--- config.mk ---
export PLATFORM = sky130hd
export DESIGN_NAME = booth_mul16
export DESIGN_NICKNAME = d
export VERILOG_FILES = /design/src/rtl/booth_mul16.sv
export SDC_FILE = /design/constraint.sdc
export NUM_CORES = 1
export LEC_CHECK = 0
export BUFFER_PORTS_ARGS = -buffer_cell sky130_fd_sc_hd__buf_2
export CAP_MARGIN = 20
export CORE_MARGIN = 2
export CORE_UTILIZATION = 61
export CTS_CLUSTER_DIAMETER = 60
export DETAILED_ROUTE_END_ITERATION = 8
export GPL_ROUTABILITY_DRIVEN = 0
export GPL_TIMING_DRIVEN = 1
export PLACE_DENSITY_LB_ADDON = 0.05
export SLEW_MARGIN = 20
export SYNTH_ARGS = -nofsm -noshare
export SYNTH_HDL_FRONTEND = slang
export SYNTH_SLANG_ARGS = --single-unit
--- constraint.sdc ---
create_clock -name clk -period 11 [get_ports clk]
set_input_delay 2.2 -clock clk [delete_from_list [all_inputs] [get_ports clk]]
set_output_delay 2.2 -clock clk [all_outputs]
set_load 0.005 [all_outputs]
--- src/rtl/booth_mul16.sv ---
// Iterative 16x16 signed radix-2 Booth multiplier: one recoded bit per cycle,
// registered 32-bit product plus a 16-bit saturated result and overflow flag.
module booth_mul16 #(
    parameter int ITER = 16
) (
    input  logic        clk,
    input  logic        rst,
    input  logic        start,
    input  logic [15:0] a,
    input  logic [15:0] b,
    output logic        busy,
    output logic        done,
    output logic [31:0] product,
    output logic [15:0] sat,
    output logic        ovfl
);

    typedef enum logic [1:0] {
        S_IDLE = 2'd0,
        S_RUN  = 2'd1,
        S_DONE = 2'd2
    } state_t;

    state_t      r_state;
    state_t      w_state_next;
    logic        w_load;
    logic        w_last;

    logic [15:0] r_m;
    logic [16:0] r_acc;
    logic [15:0] r_q;
    logic        r_q_1;
    logic [3:0]  r_cnt;

    logic [31:0] r_product;
    logic [15:0] r_sat;
    logic        r_ovfl;

    logic [16:0] w_m_ext;
    logic [16:0] w_acc_op;
    logic [16:0] w_acc_shift;
    logic [15:0] w_q_shift;
    logic [31:0] w_prod;
    logic        w_ovfl;
    logic [15:0] w_sat;

    // Next-state / control decode
    always_comb begin
        w_state_next = r_state;
        w_load       = 1'b0;
        w_last       = 1'b0;
        case (r_state)
            S_IDLE: begin
                if (start) begin
                    w_load       = 1'b1;
                    w_state_next = S_RUN;
                end
            end
            S_RUN: begin
                if (r_cnt == 4'(ITER - 1)) begin
                    w_last       = 1'b1;
                    w_state_next = S_DONE;
                end
            end
            S_DONE: begin
                if (start) begin
                    w_load       = 1'b1;
                    w_state_next = S_RUN;
                end else begin
                    w_state_next = S_IDLE;
                end
            end
            default: w_state_next = S_IDLE;
        endcase
    end

    // One Booth step: 17-bit add/sub wraps; then arithmetic shift of {A,Q,q_1}
    always_comb begin
        w_m_ext = {r_m[15], r_m};
        case ({r_q[0], r_q_1})
            2'b01:   w_acc_op = r_acc + w_m_ext;
            2'b10:   w_acc_op = r_acc - w_m_ext;
            default: w_acc_op = r_acc;
        endcase
        w_acc_shift = {w_acc_op[16], w_acc_op[16:1]};
        w_q_shift   = {w_acc_op[0], r_q[15:1]};
        w_prod      = {w_acc_shift[15:0], w_q_shift};
        w_ovfl      = !((&w_prod[31:15]) || !(|w_prod[31:15]));
        if (w_ovfl) begin
            w_sat = w_prod[31] ? 16'h8000 : 16'h7FFF;
        end else begin
            w_sat = w_prod[15:0];
        end
    end

    always_ff @(posedge clk) begin
        if (rst) begin
            r_state   <= S_IDLE;
            r_m       <= '0;
            r_acc     <= '0;
            r_q       <= '0;
            r_q_1     <= 1'b0;
            r_cnt     <= '0;
            r_product <= '0;
            r_sat     <= '0;
            r_ovfl    <= 1'b0;
        end else begin
            r_state <= w_state_next;
            if (w_load) begin
                r_m   <= a;
                r_q   <= b;
                r_acc <= '0;
                r_q_1 <= 1'b0;
                r_cnt <= '0;
            end else if (r_state == S_RUN) begin
                r_acc <= w_acc_shift;
                r_q   <= w_q_shift;
                r_q_1 <= r_q[0];
                r_cnt <= r_cnt + 4'd1;
            end
            // Results only move on the final iteration; they hold otherwise
            if (w_last) begin
                r_product <= w_prod;
                r_sat     <= w_sat;
                r_ovfl    <= w_ovfl;
            end
        end
    end

    assign busy    = (r_state == S_RUN);
    assign done    = (r_state == S_DONE);
    assign product = r_product;
    assign sat     = r_sat;
    assign ovfl    = r_ovfl;

endmodule
==> results, run 1 <==
- The flow ran to the end, and the final reports show no timing, DRC or antenna violations.
- VDD sags by at most 0.00008290 V.
- After detailed placement, the total cell area comes to 5797 um2.
- Summed over all failing endpoints, the final setup total negative slack is 0 ns.
- The leading cell type in the layout, fill and taps excluded is sky130_fd_sc_hd__nand2_1.
- After the last flow step, the layout net total stands at 793.
- For this design the total switching power over the nets is 308.7 uW.
- Counting the fill cells in the layout gives 749.
- The area enclosed by the die boundary is 9564 um2.
- The clock slew at the register clock pins of the worst setup and hold paths is 0.11 ns.
- Hold is met by 0.4583 ns.
- The final cycle utilization of the critical path is 39.66%.
- During placement, the flow inserted port buffers numbering 85.
- After floorplanning, the core was sized to cover 8636 um2.
- The mapped cell area is 5366 um2.
- The HPWL after detailed placement is 9.636 mm.
- Pin placement for this block handled 86 I/O pins.
- In this run, flip-flops and latches consume 44.8% of the power.
- After detailed routing, the average wire length per cell comes to 16.11 um.
- The end-of-flow core utilization is 69.63%.
- Sequential elements use 38.80% of the synthesized area.
- The final setup skew is 0.01676 ns.
- The worst setup path is captured at a flop.
- STA classifies the critical path startpoint as a flop.
- The initial utilization of the core area, before any placement, comes to 62.14%.
- The power per standard cell area is 149.9 nW/um2.
- In this run, the number of DRC markers left after iteration 0 of detailed routing was 347.
- TritonCTS created 9 clock buffers.
- Global routing used 29.19% of the available tracks.
- The first global-routing pass estimated 23.31 mm of wire.
- The number of nets handed over by synthesis was 734.
- After clock tree synthesis, the flow added hold-fix buffers numbering 0.
- Combinational logic is responsible for 26.8% of the overall power.
- After synthesis, the mean cell area works out to 7.903 um2.
- The internal portion of the total power is 592.8 uW.
- The number of global-route vias before repair is 4786.
- The worst hold path class is flop to flop.
- 0 antenna diodes ended up in the layout.
- No sink is reached through more buffers than the 2 on the longest clock path.
- For the pin with the worst max-slew slack, the measured transition is 1.029 ns.
- The shortest clock period the worst path allows after layout is 4.363 ns.
- The main flop type after synthesis is sky130_fd_sc_hd__dfxtp_1.
- The switching share of total power is 34.24%.
- The worst path required time is 11.29 ns.
- The library cell used as clock root buffer is sky130_fd_sc_hd__clkbuf_8.
- After detailed routing, the number of remaining DRC violations is 0.
- Setup violations remaining at the end of the flow were counted as 0.
- The H-tree was split into 3 levels.
- The die extent in y is 97.80 um.
- CTS saw 104 sinks.
- The post-placement setup slack is 6.690 ns.
- The post-synthesis to final-layout area growth is 12.05%.
- The remaining max-slew budget at the tightest pin is 31.39%.
- The routed design has 13.71 mm of wire.
- The footprint of the flip-flops and latches is 2082 um2.
- The max-cap violation count is 0.
- Entering global routing, the biggest net connects 71 pins.
- Based on the critical path, the design can be clocked at up to 229.2 MHz.
- Summed over all cells, the static leakage comes to 0.002378 uW.
- The number of detailed-routing iterations run before antenna repair is 5.
- The detail route stage leaves a number of antenna-violating nets equal to 0.
- The initial antenna violation count is 0.
- Counting every instance in the synthesized netlist gives 679.
- Setup repair after global routing left no endpoint under its margin.
- Once the clock tree was built, the resizer swapped 0 gates to a different size.
- The data arrival time of the critical path is 4.66 ns.
- With fillers left out, the area of the finished cells amounts to 6013 um2.
- The number of placement rows is 34.
- After layout, the worst setup slack is 6.637 ns.
- The layout cell share with drive strength beyond 1 is 17.09%.
- The via-per-instance ratio is 6.053.
- The die extent in x is 97.80 um.
- The library cells used most frequently in the layout, excluding fill and tap cells, are 145 x sky130_fd_sc_hd__nand2_1, 104 x sky130_fd_sc_hd__dfxtp_1, 85 x sky130_fd_sc_hd__buf_2.
- The share of total power in the clock network is 28.4%.
- The number of vias after detailed routing is 5151.
- The overflow left after global routing is 0.
- The fraction of synthesis flops using an asynchronous set or reset pin is 0%.
- The hold violation count in the final report is 0.
- At the later pin of the worst-skew pair, clock insertion delay measures 0.37 ns.
- TritonCTS built the clock tree.
- The max-slew violation count is 0.
- The type of the worst setup path is flop to flop.
- The highest fanout seen on the critical path is 16.
- The post-CTS setup buffer count is 0.
- In the final layout, the multi-input gates occupy 3070 um2.
- The count of yosys warnings during synthesis is 0.
- Synthesis inferred 104 register bits.
- The count of flip-flops with a built-in enable after synthesis is 0.
- The synthesized netlist contains 63 unique library cells.
cell usage after synthesis (4+ instances only):
| library cell | instances | area (um2) |
|---|---|---|
| sky130_fd_sc_hd__nand2_1 | 145 | 544.3 |
| sky130_fd_sc_hd__dfxtp_1 | 104 | 2082 |
| sky130_fd_sc_hd__a21oi_1 | 69 | 345.3 |
| sky130_fd_sc_hd__nor2_1 | 66 | 247.7 |
| sky130_fd_sc_hd__clkbuf_1 | 35 | 131.4 |
| sky130_fd_sc_hd__a211oi_1 | 24 | 180.2 |
| sky130_fd_sc_hd__ha_1 | 19 | 237.7 |
| sky130_fd_sc_hd__nor3_1 | 19 | 95.09 |
| sky130_fd_sc_hd__xnor2_1 | 19 | 166.4 |
| sky130_fd_sc_hd__nand3_1 | 13 | 65.06 |
| sky130_fd_sc_hd__inv_1 | 11 | 41.29 |
| sky130_fd_sc_hd__a311oi_1 | 10 | 87.58 |
| sky130_fd_sc_hd__a31oi_2 | 10 | 125.1 |
| sky130_fd_sc_hd__nand2b_1 | 10 | 62.56 |
| sky130_fd_sc_hd__a31oi_1 | 9 | 56.30 |
| sky130_fd_sc_hd__nor4_1 | 8 | 50.05 |
| sky130_fd_sc_hd__o21ai_0 | 8 | 40.04 |
| sky130_fd_sc_hd__o22ai_1 | 8 | 50.05 |
| sky130_fd_sc_hd__nor2b_1 | 7 | 43.79 |
| sky130_fd_sc_hd__and3_1 | 6 | 37.54 |
| sky130_fd_sc_hd__xor2_1 | 6 | 52.55 |
| sky130_fd_sc_hd__a211o_1 | 5 | 43.79 |
| sky130_fd_sc_hd__mux2i_1 | 5 | 50.05 |
| sky130_fd_sc_hd__buf_2 | 4 | 20.02 |
| sky130_fd_sc_hd__nand4_1 | 4 | 25.02 |
| sky130_fd_sc_hd__nor3b_1 | 4 | 30.03 |
metrics by stage:
step,cells,total power [uW]
CTS,851,898.1
floorplan,679,591.3
finish,851,901.4
detailed placement,835,645.5
global route,851,945.3
global placement,835,639.3
sequential cells by signal (all words and copies together) (netlist names):
name	cells
r_acc	16
r_q_1	1
product	32
ovfl	1
r_state	2
r_q	16
sat	16
r_cnt	4
r_m	16
cell families (layout without fill, tap and decap cells):
group	Yosys count	after routing	share of synthesized area, %
compound gates	171	171	21.82
flops	104	104	38.80
simple gates	299	299	25.23
xor+xnor	25	25	4.080
mux	6	6	1.189
fa+ha+maj	20	20	4.803
buf+inv	54	118	4.080
power by group through the flow:
stage / sequential, uW / combinational [uW] / clock (uW)
after global placement: 411 / 228 / 0
after CTS: 403 / 236 / 259
final: 404 / 241 / 256
after floorplan: 407 / 184 / 0
after global routing: 405 / 266 / 274
after detailed placement: 411 / 234 / 0
layout make-up:
cell class	instances	area share, %
Multi-Input combinational cell	521	51.06
Sequential cell	104	34.62
Timing Repair Buffer	91	7.824
Tap cell	108	2.247
Clock buffer	10	2.122
Clock inverter	6	1.436
Inverter	11	0.6866
worst max-delay path: stages, from the launching register on:
cell	delay [ns]
sky130_fd_sc_hd__dfxtp_1	0.37
sky130_fd_sc_hd__ha_1	0.53
sky130_fd_sc_hd__mux2i_1	0.46
sky130_fd_sc_hd__ha_1	0.30
sky130_fd_sc_hd__nor2b_1	0.16
sky130_fd_sc_hd__o31ai_1	0.39
sky130_fd_sc_hd__a21oi_1	0.12
sky130_fd_sc_hd__o31a_1	0.40
sky130_fd_sc_hd__nor4_1	0.32
sky130_fd_sc_hd__nand4b_1	0.13
sky130_fd_sc_hd__or4b_1	0.48
sky130_fd_sc_hd__a31o_2	0.42
sky130_fd_sc_hd__a31oi_2	0.20
worst paths after layout:
check | startpoint | end | slack (ns) | cells past startpoint
setup / recovery | r_q[0] | sat[14] | 6.64 | 12
hold / removal | product[3] | product[3] | 0.46 | 2
setup reg to reg | r_q[0] | sat[14] | 6.64 | 12
hold reg to reg | product[3] | product[3] | 0.46 | 2
layer usage:
metal / part of all wire [%] / vias up / track usage, %
li1: - / 2538 / -
met4: 2.1 / 0 / 9.509
met5: 0 / - / 0
met2: 46 / 221 / 47.43
met3: 6.3 / 23 / 4.152
met1: 45 / 2369 / 40.44
(Power assumes the default switching activity.)
==> run 2: changes to the inputs <==
- ABC_AREA: not set -> 1
- CORE_UTILIZATION: 61 -> 58
- clock period: 11 -> 4.3 ns (I/O delays scaled with it)
==> run 2 against run 1 <==
Fmax rose by 14%. Via count rose by 11%. Die area rose by 13%. First-iteration DRC count rose by 16%. Final area rose by 9.2%. Largest cell class unchanged.
==> results, run 2 <==
- The die extent in x was 104.0 um (+6.3%).
- The die extent in y is 104.0 um (+6.3%).
- The number of nets with antenna violations after routing is 0 (unchanged).
- The max-slew violation count was 0 (unchanged).
- The worst path required time came to 4.60 ns (-6.69 ns).
- The launching instance or port of the critical path is r_m[0].
- The slew at the pin closest to its max-slew limit is 0.8153 ns (-0.2138 ns).
- The library cell used as clock root buffer is sky130_fd_sc_hd__clkbuf_8.
- The flow ran to the end, and the final reports show no timing, DRC or antenna violations.
- The power per standard cell area was 347.7 nW/um2 (+130%).
- The final cycle utilization of the critical path is 88.73% (+49 points).
- The number of fillers in the final layout is 909 (+21%).
- The top cell types in the final layout, fill and taps aside, are 213 x sky130_fd_sc_hd__nand2_1, 132 x sky130_fd_sc_hd__inv_1, 104 x sky130_fd_sc_hd__dfxtp_1.
- The number of DRC markers after the initial detailed-route iteration is 402 (+16%).
- In this run the worst hold path is classified as flop to flop.
- The clock slew at the register clock pins of the worst setup and hold paths is 0.09 ns (-0.02 ns).
- The number of distinct library cells after synthesis is 43 (-32%).
- The overall routing resource usage was 27.85% (-1.3 points).
- The detailed-route DRC error count was 0 (unchanged).
- The number of primary I/O pins is 86 (unchanged).
- The remaining max-slew budget at the tightest pin was 45.59% (+14 points).
- The max-cap violation count is 0 (unchanged).
- The total clock buffers created by CTS is 9 (unchanged).
- The count of antenna diodes in the layout is 0 (unchanged).
- The sort of element at the start of the critical path is a flop.
- The post-placement setup slack is 0.2478 ns (-6.442 ns).
- The via-per-instance ratio is 5.390 (-11%).
- The area enclosed by the die boundary is 10810 um2 (+13%).
- The cell type with the largest total area after synthesis is sky130_fd_sc_hd__dfxtp_1.
- The source-to-sink clock delay at the later pin of the worst-skew pair is 0.36 ns (about the same).
- The number of nets in the layout was 978 (+23%).
- The number of placement rows was 36 (+5.9%).
- The highest ir drop seen on vdd is 0.0002591 V (+210%).
- In this run the critical register-to-register path is launched from r_m[0].
- The net count after synthesis is 904 (+23%).
- The hold violation count in the final report is 0 (unchanged).
- By area the synthesized netlist is led by sky130_fd_sc_hd__dfxtp_1 36%, sky130_fd_sc_hd__nand2_1 14%, sky130_fd_sc_hd__inv_1 8.5%, sky130_fd_sc_hd__o21ai_0 6.2%, sky130_fd_sc_hd__nand3_1 4.6%.
- The overflow left after global routing was 0 (unchanged).
- The minimum setup slack among reg-to-reg paths is 0.48 ns (-6.15 ns).
- The number of detailed-routing iterations run before antenna repair is 5 (unchanged).
- The highest fanout seen on the critical path is 8 (-8).
- The shortest clock period the worst path allows after layout is 3.816 ns (-0.5473 ns).
- The routed length per placed instance was 14.12 um (-12%).
- The total negative setup slack is 0 ns (unchanged).
- The mapped cell area is 5796 um2 (+8.0%).
- The worst setup path is captured at a flop.
- The commonest cells after synthesis are 213 x sky130_fd_sc_hd__nand2_1, 132 x sky130_fd_sc_hd__inv_1, 104 x sky130_fd_sc_hd__dfxtp_1.
- The first-pass GRT wire length is 24.87 mm (+6.7%).
- The sink count of the clock tree is 104 (unchanged).
- The library cell used most frequently in the layout, excluding fill and tap cells, is sky130_fd_sc_hd__nand2_1.
- The final setup skew was 0.009452 ns (-0.007311 ns).
- The layout cell share with drive strength beyond 1 came to 16.83% (-0.26 points).
- The setup violation total in the final timing report is 0 (unchanged).
- The final hold slack came to 0.4620 ns (+0.003657 ns).
- The aggregate routed wire length came to 14.96 mm (+9.2%).
- The count of flip-flops with a built-in enable after synthesis is 0 (unchanged).
- The area fraction of the dominant cell type after synthesis was 35.92% (-2.9 points).
- The number of vias after detailed routing is 5713 (+11%).
- The initial core utilization came to 59.57% (-2.6 points).
- The final worst-path setup slack came to 0.4845 ns (-6.153 ns).
- The type of the worst setup path is flop to flop.
- The flip-flop count of the largest register after layout was 32 (unchanged).
- Following the worst setup path forward leads to its endpoint at sat[12].
- The maximum number of pins on one net before global-route repair is 57 (-20%).
- The main flop type after synthesis is sky130_fd_sc_hd__dfxtp_1.
- The static leakage power is 0.003522 uW (+48%).
- The average cell area after synthesis is 6.826 um2 (-14%).
- Setup repair after global routing left no endpoint under its margin.
- The sum of net half-perimeters after detailed placement is 11.35 mm (+18%).
- The count of yosys warnings during synthesis is 0 (unchanged).
- The maximum clock frequency is 262.1 MHz (+14%).
- The end-of-flow core utilization is 67.52% (-2.1 points).
- The endpoint of the worst register-to-register path is sat[12].
- The maximum count of clock buffers along a single path was 2 (unchanged).
- The depth of the worst register-to-register path was 21 (+9).
- The TritonCTS clock tree is done.
- The data arrival time of the critical path is 4.12 ns (-0.54 ns).
- The post-synthesis cell count was 849 (+25%).
- The number of global-route vias before repair came to 5185 (+8.3%).
- The most common cell in the synthesized netlist is sky130_fd_sc_hd__nand2_1.
- The number of buffer cells added on primary ports is 85 (unchanged).
- The post-synthesis to final-layout area growth is 13.34%.
- The origin of the worst min-delay path is r_q_1.
- The H-tree depth is 3 (unchanged).
- The fraction of synthesis flops using an asynchronous set or reset pin is 0% (unchanged).
- The initial antenna violation count is 0 (unchanged).
- The number of flip-flops and latches in the synthesized netlist was 104 (unchanged).
- The area of the core region is 9729 um2 (+13%).
- The fraction of the yosys area taken by sequential cells is 35.92% (-2.9 points).
==> run 2: cell count changes in the layout (fill, tap and decap cells not counted), moves of 11 or more <==
| cell | before | now |
|---|---|---|
| sky130_fd_sc_hd__a21oi_1 | 69 | 33 |
| sky130_fd_sc_hd__nand2_2 | 0 | 11 |
| sky130_fd_sc_hd__a221oi_1 | 0 | 14 |
| sky130_fd_sc_hd__o211ai_1 | 2 | 13 |
| sky130_fd_sc_hd__nand2_1 | 145 | 213 |
| sky130_fd_sc_hd__a211oi_1 | 24 | 2 |
| sky130_fd_sc_hd__nand3_1 | 13 | 53 |
| sky130_fd_sc_hd__inv_1 | 11 | 132 |
| sky130_fd_sc_hd__o21ai_0 | 8 | 72 |
| sky130_fd_sc_hd__xnor2_1 | 19 | 8 |
| sky130_fd_sc_hd__a21oi_2 | 0 | 12 |
| sky130_fd_sc_hd__nor3_1 | 19 | 4 |
| sky130_fd_sc_hd__o211a_1 | 1 | 15 |
==> run 2: critical path, stage by stage (launching register included) <==
cell	delay (ns)
sky130_fd_sc_hd__dfxtp_1	0.34
sky130_fd_sc_hd__nor3_2	0.21
sky130_fd_sc_hd__nand2_1	0.10
sky130_fd_sc_hd__or4_1	0.45
sky130_fd_sc_hd__nor3_2	0.25
sky130_fd_sc_hd__a21oi_1	0.13
sky130_fd_sc_hd__xnor2_1	0.14
sky130_fd_sc_hd__ha_1	0.41
sky130_fd_sc_hd__nand2_2	0.11
sky130_fd_sc_hd__nor2_1	0.18
sky130_fd_sc_hd__and2_1	0.15
sky130_fd_sc_hd__nand2_1	0.09
sky130_fd_sc_hd__nand3_1	0.10
sky130_fd_sc_hd__nand3_1	0.08
sky130_fd_sc_hd__nand2_1	0.11
sky130_fd_sc_hd__nand2_1	0.05
sky130_fd_sc_hd__nor2_1	0.12
sky130_fd_sc_hd__nand4_2	0.17
sky130_fd_sc_hd__nand3_4	0.23
sky130_fd_sc_hd__buf_12	0.15
sky130_fd_sc_hd__nand2_2	0.06
sky130_fd_sc_hd__a21oi_2	0.11
==> run 2: cells by family (layout without fill, tap and decap cells) <==
family / count (synthesis) / in the layout / synth area share, %
and+or+nand+nor: 369 / 369 / 27.40
buffers and inverters: 173 / 251 / 11.79
AOI/OAI and AO/OA: 170 / 170 / 18.48
DFF: 104 / 104 / 35.92
adders and majority gates: 20 / 20 / 4.447
xor gates and xnor gates: 13 / 13 / 1.965
==> run 2: cell type report <==
class	count	area, um2	area share, %
Multi-Input combinational cell	572	3067	46.69
Clock buffer	11	141.4	2.152
Clock inverter	4	30.03	0.4571
Inverter	137	514.2	7.829
Sequential cell	104	2082	31.70
Timing Repair Buffer	99	568.0	8.648
Tap cell	133	166.4	2.533
==> run 2: worst min-delay path by stage <==
stage,endpoint,slack [ns],depth (start not counted)
4_1_cts,r_q_1,0.46,2
6_report,r_q_1,0.46,2
3_5_place_dp,r_q_1,0.45,2
3_3_place_gp,r_q_1,0.44,2
5_1_grt,r_q_1,0.50,2
2_1_floorplan,r_q_1,0.43,2
==> run 2: what timing repair did <==
| action | 4_1_cts | 5_1_grt |
|---|---|---|
| gates resized for setup | 0 | 5 |
| setup buffers | 0 | 6 |
| setup endpoints to repair | 0 | 16 |
| hold buffers | 0 | 0 |
==> run 2: metrics by stage <==
step,cells,total power [uW],area [um2]
floorplan,849,1566,5796
global placement,1039,1708,6289
detailed placement,1039,1727,6289
CTS,1054,2268,6460
global route,1060,2434,6569
finish,1060,2284,6569
==> run 2: report_power, final <==
group / switching, uW / internal, uW
sequential: 36.0 / 1000
clock: 319 / 226
combinational: 462 / 239
==> run 2: routing by layer <==
metal	track usage (%)	part of all wire, %	vias to the layer above
met2	45.63	47	180
met4	7.529	1.7	0
met5	0	0	-
met1	38.46	45	2625
li1	-	-	2884
met3	4.073	5.7	24
